<file path="src/rtl/bus_pkg.sv">
// -----------------------------------------------------------------------------
// bus_pkg
// Shared definitions for the system CPU bus (sync/stb/we/wtbt/ack protocol):
// bus widths, byte-lane select encodings and the initiator state enum.
// -----------------------------------------------------------------------------
package bus_pkg;

    localparam int unsigned BUS_AW = 16;
    localparam int unsigned BUS_DW = 16;

    localparam logic [1:0] WTBT_LO   = 2'b01;
    localparam logic [1:0] WTBT_HI   = 2'b10;
    localparam logic [1:0] WTBT_WORD = 2'b11;

    // One bus cycle walks IDLE -> ARB -> ADDR -> STB -> END -> IDLE.
    typedef enum logic [2:0] {
        IDLE = 3'd0,
        ARB  = 3'd1,
        ADDR = 3'd2,
        STB  = 3'd3,
        END  = 3'd4
    } state_t;

endpackage

</file>
<file path="src/rtl/bus_dma_master.sv">
// -----------------------------------------------------------------------------
// bus_dma_master
// Bus initiator for non-CPU agents (loader, debug port, test harness). Takes
// one request at a time, arbitrates for the bus with bus_req/bus_gnt, runs a
// single sync/stb/ack cycle and reports read data or a timeout error.
//
// Ports
//   clk_sys, reset          : clock, asynchronous active-high reset
//   req_valid/req_ready     : request handshake (accepted only in IDLE)
//   req_addr/we/wtbt/wdata  : request fields, latched on acceptance
//   rsp_valid               : one-cycle completion pulse
//   rsp_rdata, rsp_err      : read data (held) / timeout flag
//   bus_req, bus_gnt        : bus ownership request / grant
//   bus_addr/dout/we/wtbt   : registered address-phase outputs
//   bus_sync, bus_stb       : cycle framing and data strobe
//   bus_din, bus_ack        : responder read data and acknowledge
// -----------------------------------------------------------------------------
module bus_dma_master
    import bus_pkg::*;
#(
    parameter int unsigned TIMEOUT = 64,
    parameter int unsigned CNT_W   = 7
) (
    input  logic              clk_sys,
    input  logic              reset,
    input  logic              req_valid,
    output logic              req_ready,
    input  logic [BUS_AW-1:0] req_addr,
    input  logic              req_we,
    input  logic [1:0]        req_wtbt,
    input  logic [BUS_DW-1:0] req_wdata,
    output logic              rsp_valid,
    output logic [BUS_DW-1:0] rsp_rdata,
    output logic              rsp_err,
    output logic              bus_req,
    input  logic              bus_gnt,
    output logic [BUS_AW-1:0] bus_addr,
    output logic [BUS_DW-1:0] bus_dout,
    input  logic [BUS_DW-1:0] bus_din,
    output logic              bus_sync,
    output logic              bus_we,
    output logic [1:0]        bus_wtbt,
    output logic              bus_stb,
    input  logic              bus_ack
);

    state_t            state, state_n;
    logic [BUS_AW-1:0] lat_addr, lat_addr_n;
    logic              lat_we, lat_we_n;
    logic [1:0]        lat_wtbt, lat_wtbt_n;
    logic [BUS_DW-1:0] lat_wdata, lat_wdata_n;
    logic [CNT_W-1:0]  cnt, cnt_n;
    logic              err, err_n;

    logic              req_ready_n, rsp_valid_n, rsp_err_n, bus_req_n;
    logic              bus_sync_n, bus_stb_n, bus_we_n;
    logic [BUS_DW-1:0] rsp_rdata_n, bus_dout_n;
    logic [BUS_AW-1:0] bus_addr_n;
    logic [1:0]        bus_wtbt_n;
    logic              in_bus;

    // Next state plus next value of every output; all outputs are then
    // registered so nothing on the bus side reaches an output combinationally.
    always_comb begin
        state_n     = state;
        lat_addr_n  = lat_addr;
        lat_we_n    = lat_we;
        lat_wtbt_n  = lat_wtbt;
        lat_wdata_n = lat_wdata;
        cnt_n       = cnt;
        err_n       = err;
        rsp_rdata_n = rsp_rdata;

        case (state)
            IDLE: begin
                if (req_valid) begin
                    lat_addr_n  = req_addr;
                    lat_we_n    = req_we;
                    lat_wtbt_n  = req_we ? req_wtbt : 2'b00;
                    lat_wdata_n = req_wdata;
                    state_n     = ARB;
                end
            end
            ARB: begin
                if (bus_gnt) begin
                    state_n = ADDR;
                end
            end
            ADDR: begin
                cnt_n   = '0;
                state_n = STB;
            end
            STB: begin
                // An ack in the final allowed cycle still wins over the timeout.
                if (bus_ack) begin
                    err_n = 1'b0;
                    if (!lat_we) begin
                        rsp_rdata_n = bus_din;
                    end
                    state_n = END;
                end else if (cnt == CNT_W'(TIMEOUT - 1)) begin
                    err_n   = 1'b1;
                    state_n = END;
                end else begin
                    cnt_n = cnt + 1'b1;
                end
            end
            END: begin
                state_n = IDLE;
            end
            default: begin
                state_n = IDLE;
            end
        endcase

        in_bus      = (state_n == ADDR) || (state_n == STB) || (state_n == END);
        req_ready_n = (state_n == IDLE);
        bus_req_n   = (state_n != IDLE);
        bus_sync_n  = in_bus;
        bus_stb_n   = (state_n == STB);
        bus_addr_n  = in_bus ? lat_addr_n  : '0;
        bus_we_n    = in_bus ? lat_we_n    : 1'b0;
        bus_wtbt_n  = in_bus ? lat_wtbt_n  : 2'b00;
        bus_dout_n  = in_bus ? lat_wdata_n : '0;
        rsp_valid_n = (state_n == END);
        rsp_err_n   = (state_n == END) && err_n;
    end

    always_ff @(posedge clk_sys or posedge reset) begin
        if (reset) begin
            state     <= IDLE;
            lat_addr  <= '0;
            lat_we    <= 1'b0;
            lat_wtbt  <= 2'b00;
            lat_wdata <= '0;
            cnt       <= '0;
            err       <= 1'b0;
            req_ready <= 1'b1;
            rsp_valid <= 1'b0;
            rsp_rdata <= '0;
            rsp_err   <= 1'b0;
            bus_req   <= 1'b0;
            bus_addr  <= '0;
            bus_dout  <= '0;
            bus_sync  <= 1'b0;
            bus_we    <= 1'b0;
            bus_wtbt  <= 2'b00;
            bus_stb   <= 1'b0;
        end else begin
            state     <= state_n;
            lat_addr  <= lat_addr_n;
            lat_we    <= lat_we_n;
            lat_wtbt  <= lat_wtbt_n;
            lat_wdata <= lat_wdata_n;
            cnt       <= cnt_n;
            err       <= err_n;
            req_ready <= req_ready_n;
            rsp_valid <= rsp_valid_n;
            rsp_rdata <= rsp_rdata_n;
            rsp_err   <= rsp_err_n;
            bus_req   <= bus_req_n;
            bus_addr  <= bus_addr_n;
            bus_dout  <= bus_dout_n;
            bus_sync  <= bus_sync_n;
            bus_we    <= bus_we_n;
            bus_wtbt  <= bus_wtbt_n;
            bus_stb   <= bus_stb_n;
        end
    end

endmodule

</file>
<file path="config.mk">
export PLATFORM = sky130hd
export DESIGN_NAME = bus_dma_master
export DESIGN_NICKNAME = d
export VERILOG_FILES = /design/src/rtl/bus_pkg.sv /design/src/rtl/bus_dma_master.sv
export SDC_FILE = /design/constraint.sdc
export NUM_CORES = 1
export LEC_CHECK = 0
export ABC_AREA = 1
export BUFFER_PORTS_ARGS = -buffer_cell sky130_fd_sc_hd__buf_2
export CAP_MARGIN = 40
export CORE_ASPECT_RATIO = 1.75
export CORE_MARGIN = 3
export CORE_UTILIZATION = 50
export DETAILED_ROUTE_END_ITERATION = 8
export HOLD_SLACK_MARGIN = 0.08
export PLACE_DENSITY = 0.74
export SYNTH_ARGS = -nofsm -noshare
export SYNTH_HDL_FRONTEND = slang
export SYNTH_SLANG_ARGS = --single-unit
</file>
<file path="constraint.sdc">
create_clock -name clk_sys -period 5.2 [get_ports clk_sys]
set_input_delay 1.04 -clock clk_sys [delete_from_list [all_inputs] [get_ports clk_sys]]
set_output_delay 1.04 -clock clk_sys [all_outputs]
set_load 0.005 [all_outputs]
</file>
[Word-level counts from Yosys, hierarchy flattened]
Cells that the tools add are included.
Storage, ports and cells
  bits in registers: 103
  bits of input ports: 56
  output and inout port bits: 57
  word-level logic and storage cells: 62
Cells by class
  $add $sub $neg: 1
  eq/ne operators: 9
  mux-type cells: 24
  bitwise operators: 1
  reductions and logical operators: 9
Operator list (count)
  2-to-1 mux 16 bit: 6
  2-to-1 mux 7 bit: 2
  one-hot mux 7 bit (2 select lines): 1
  == test 3 x 2 -> 1 bit, second input constant: 4
  2-to-1 mux 3 bit: 4
  one-hot mux 3 bit (4 select lines): 1
  2-to-1 mux 2 bit: 4
  adder 7 x 1 -> 7 bit, second input constant: 1
  == test 7 x 6 -> 1 bit, second input constant: 1
  zero test 3 bit: 2
  2-to-1 mux 1 bit: 6
  AND reduction 3 bit: 2
  != test 2 bit, second input constant: 2
  == test 3 x 1 -> 1 bit, second input constant: 1
  == test 3 bit, second input constant: 1
  nonzero test 3 bit: 1
  logical OR 1 bit: 2
  nonzero test 2 bit: 1
  logical AND 1 bit: 1
  NOT 1 bit: 1

[Logic depth before layout (Yosys ltp)]
  word-level depth: 8
  depth in mapped cells: 9
  mapped depth without buffers: 9

[Least setup slack after synthesis]
OpenSTA, ideal clock, no wires.
  path type: input to register
  from: input req_valid
  to: register bus_addr[15]
  library setup time: 125 ps
  arrival: 1728 ps
  data required time: 5075 ps
  slack: 3347 ps
  stages on the path: 5
  path buffers: 2
  cells stage by stage: nand3_1 > buf_4 > buf_6 > o21ai_0 > nor2_1
Between the ends
  cells in the longest elaborated chain, start to end: 6
  elaborated cells between the ends (all ways): 10
  classes of those cells: 3 x eq/ne; 5 x mux; 2 x reduce/logical
RTL lines
  start, declared: RTL line bus_dma_master.sv:26  | input logic req_valid,
  2-to-1 mux 3 bit: RTL line bus_dma_master.sv:76  | if (req_valid) begin
  one-hot mux 3 bit (4 select lines): RTL line bus_dma_master.sv:74  | case (state)
  == test 3 x 2 -> 1 bit: RTL line bus_dma_master.sv:116  | in_bus = (state_n == ADDR) || (state_n == STB) || (state_n == END);
  logical OR 1 bit (2 in a row): RTL line bus_dma_master.sv:116
  2-to-1 mux 16 bit (*): RTL line bus_dma_master.sv:121  | bus_addr_n = in_bus ? lat_addr_n : '0;
  named net bus_addr_n[15]: RTL line bus_dma_master.sv:58  | logic [BUS_AW-1:0] bus_addr_n;
  end signal, assigned: RTL line bus_dma_master.sv:162  | bus_addr <= bus_addr_n;
  end, declared: RTL line bus_dma_master.sv:37  | output logic [BUS_AW-1:0] bus_addr,
The timed path passes the listed nets; every way through them passes the cells marked *.
A chain may end at the register's enable or synchronous reset.

[Final worst setup path]
  from: input req_valid
  to: register bus_we
Between the ends
  elaborated cells between the ends (all ways): 10
  classes of those cells: 3 x eq/ne; 5 x mux; 2 x reduce/logical
RTL lines
  2-to-1 mux 1 bit: RTL line bus_dma_master.sv:76
  2-to-1 mux 1 bit: RTL line bus_dma_master.sv:74
  named net lat_we_n: RTL line bus_dma_master.sv:49  | logic lat_we, lat_we_n;
  2-to-1 mux 1 bit: RTL line bus_dma_master.sv:122  | bus_we_n = in_bus ? lat_we_n : 1'b0;
  named net bus_we_n: RTL line bus_dma_master.sv:56  | logic bus_sync_n, bus_stb_n, bus_we_n;
  end signal, assigned: RTL line bus_dma_master.sv:165  | bus_we <= bus_we_n;
  end, declared: RTL line bus_dma_master.sv:41  | output logic bus_we,
The timed path passes the listed nets, and every way through them passes these cells.

==> results by group <==
Status
  • Status: completed

Final layout
  • Multi-input combinational cell area: 0.00107 mm2
  • Final-layout fill cell count: 678
  • Nets: 596
  • Share of cells above drive strength 1: 28.9%
  • Area growth syn-to-layout: 21.5%
  • Antenna Cells: 0
  • Total area of sequential cells: 0.00258 mm2

GRT
  • Total GRT Usage: 18.2%
  • M2 GR Usage: 32.4%
  • Grt total ovfl: 0
  • Met3 Track Usage GR: 4.75%
  • Vias in the first global route: 2996
  • Grt peak-use layer: met2
  • Largest net degree at the start of global routing: 69
  • First-pass GRT wire length: 13100 um
  • Initial antenna violation count: 0
  • Met1 global-route usage: 20.1%

Pwr
  • Leakage: 2.89 nW
  • Max VDD drop: 0.522 mV
  • Pwr/cell area: 569 mW/mm2
  • Power, Total: 0.00282 W

STA
  • Relative slew margins: 51.5%
  • Worst Skew: 0.00644 ns
  • Final setup viols: 0
  • Slew @ Worst Pin: 0.727 ns
  • Final Cycle Share: 38.7%
  • Final TNS setup: 0 ns
  • Max-slew violations: 0
  • Final count of hold timing violations: 0
  • Fin crit period: 2.01 ns
  • Max Clk Rate: 497 MHz
  • RSZ-0062 raised after global routing: no

CTS
  • Clock transition at path regs: 0.06 ns
  • Post-CTS Resized: 0
  • CTS HTree Levels: 3
  • TritonCTS clock tree: built
  • Clock Sinks: 103
  • Clock Tree Root: clkbuf_16
  • Post-CTS Setup Inserts: 0
  • Clk_lat worst skew: 0.33 ns
  • Post-cts hold buffer count: 0
  • Clk buf depth: 2
  • Number of CTS-inserted buffers: 9

Floorplanning
  • DIE AREA: 0.00932 mm2
  • Starting Density: 51.6%
  • Core ar.: 0.00791 mm2
  • Site row count: 43
  • Chip height: 125 um
  • I/O pin total: 113
  • Die Wd: 74.3 um

Synth
  • Avg Cell Area, Syn: 9.55 um2
  • Synth Flop Type: dfrtp_1
  • Top post-synthesis cells by area: dfrtp_1 63%, nand2_1 8.8%, inv_1 7.7%
  • Number of synthesized flops with an enable pin: 0
  • Top cell type by total area after synthesis: dfrtp_1
  • Synthesis warning total: 0
  • Synth Register Bits: 103
  • Most frequent cells after synthesis: 102 x dfrtp_1, 96 x nand2_1, 84 x inv_1
  • Syn Inst Count: 427
  • Synth top area share: 62.6%
  • Mapped cell area: 0.00408 mm2
  • Most frequent cell after synthesis: dfrtp_1
  • Sequential area share after synthesis: 63.2%
  • Post-synthesis net count: 484
  • Ys async rst share: 100%
  • Synth cell types: 25

Route
  • Initial DRT Pass Iterations: 4
  • Via count: 3001
  • # DRC: 0
  • Drt wl/cell: 12.5 um
  • Via/cell ratio: 4.74
  • Final ANT Viol Nets: 0
  • First DRT Iteration DRCs: 160
  • WL final: 7900 um

Critical path
  • Max FO, Critical Path: 68
  • Worst path arrival time: 2.27 ns
  • Slowest stage cell, crit path: buf_4
  • Crit-path cells: buf_2, nand3_2, buf_4, inv_1, o21ai_0, inv_1, nor2_1
  • WS Path Type: in2reg
  • Crit start category: input pin
  • CP endpoint kind: flip-flop
  • Most used cell along the critical path: inv_1
  • Slowest Stage Delay on Critical Path: 0.46 ns
  • CP required: 5.46 ns

Job
  • Number of max-cap violations: 0

Placed design
  • GPL Wtd Cong: 0.779
  • IO buf count: 112
  • DP HPWL: 5660 um

Min path
  • Hold crit path type: reg2reg
==> power by group <==
group          switching [W]  internal (W)
Combinational       0.000609      0.000347
Sequential          0.000108       0.00113
Clock               0.000268      0.000359
==> routing by layer <==
metal / part of all wire, % / wire, um / up-vias
met5: 0 / 0 / -
met4: 1.8 / 142 / 0
met3: 4.7 / 372 / 10
met2: 56 / 4430 / 65
met1: 37 / 2960 / 1437
li1: - / - / 1489
==> cell type report <==
class	instances	share of cell area (%)
Sequential cell	103	52.1
Tap cell	90	2.27
Multi-Input combinational cell	224	21.7
Clock buffer	12	5.38
Clock inverter	3	0.354
Inverter	87	6.64
Timing Repair Buffer	114	11.6
==> worst max-delay path, delay by kind of cell <==
family / cells / cell delay, ns
buffers and inverters: 4 / 0.79
AOI/OAI and AO/OA: 1 / 0.24
and+or+nand+nor: 2 / 0.16
==> state kept, by name, indices dropped and copies added, names as in the netlist, 2 cells and up <==
signal,count
lat_wtbt,2
bus_dout,16
lat_wdata,16
bus_wtbt,2
state,3
lat_addr,16
rsp_rdata,16
bus_addr,16
cnt,7
==> layout by cell type (no fill, tap or decap), types with 2 or more instances in the layout <==
master,n
buf_2,112
buf_4,2
clkbuf_16,9
clkbuf_8,3
clkinv_2,2
dfrtp_1,102
inv_1,83
inv_2,2
nand2_1,96
nand2_2,4
nand2_4,2
nand3_1,28
nand3_4,2
nand4_1,2
nor2_1,35
nor2_2,12
o21ai_0,35
xor2_1,2
==> path summary, 6_finish.rpt <==
check | from | depth (start not counted) | slack (ns) | end
max | req_valid | 7 | 3.19 | bus_we$_DFF_PP0_
min | rsp_rdata[0]$_DFFE_PP0P_ | 2 | 0.47 | rsp_rdata[0]$_DFFE_PP0P_
max reg2reg | cnt[0]$_DFFE_PP0P_ | 8 | 3.20 | bus_addr[11]$_DFF_PP0_
min reg2reg | rsp_rdata[0]$_DFFE_PP0P_ | 2 | 0.47 | rsp_rdata[0]$_DFFE_PP0P_
max in group asynchronous | reset | 3 | 3.34 | req_ready$_DFF_PP1_
min in group asynchronous | reset | 2 | 0.83 | bus_dout[1]$_DFF_PP0_
==> logic make-up (layout without fill, tap and decap cells) <==
family | Yosys count | after routing | synth area share (%)
flip-flops | 103 | 103 | 63.2
buffers and inverters | 100 | 216 | 10.6
AO/OA/AOI/OAI | 36 | 36 | 4.69
adder cells (fa/ha/maj) | 1 | 1 | 0.307
AND/OR/NAND/NOR | 184 | 184 | 20.6
XOR/XNOR | 3 | 3 | 0.644
==> per-stage QoR <==
stage | instance area (um2) | util, % | hold WS [ns] | cells | worst slack (ns)
floorplan | 4080 | - | 0.445 | 427 | 1.46
global placement | 4670 | 59.0 | 0.449 | 618 | 2.90
detailed placement | 4670 | 59.0 | 0.454 | 618 | 2.86
CTS | 4950 | 62.6 | 0.470 | 633 | 3.14
global route | 4950 | 62.6 | 0.492 | 633 | 2.96
finish | 4950 | 62.6 | 0.466 | 633 | 3.19
Power figures use the tool's default switching activity.
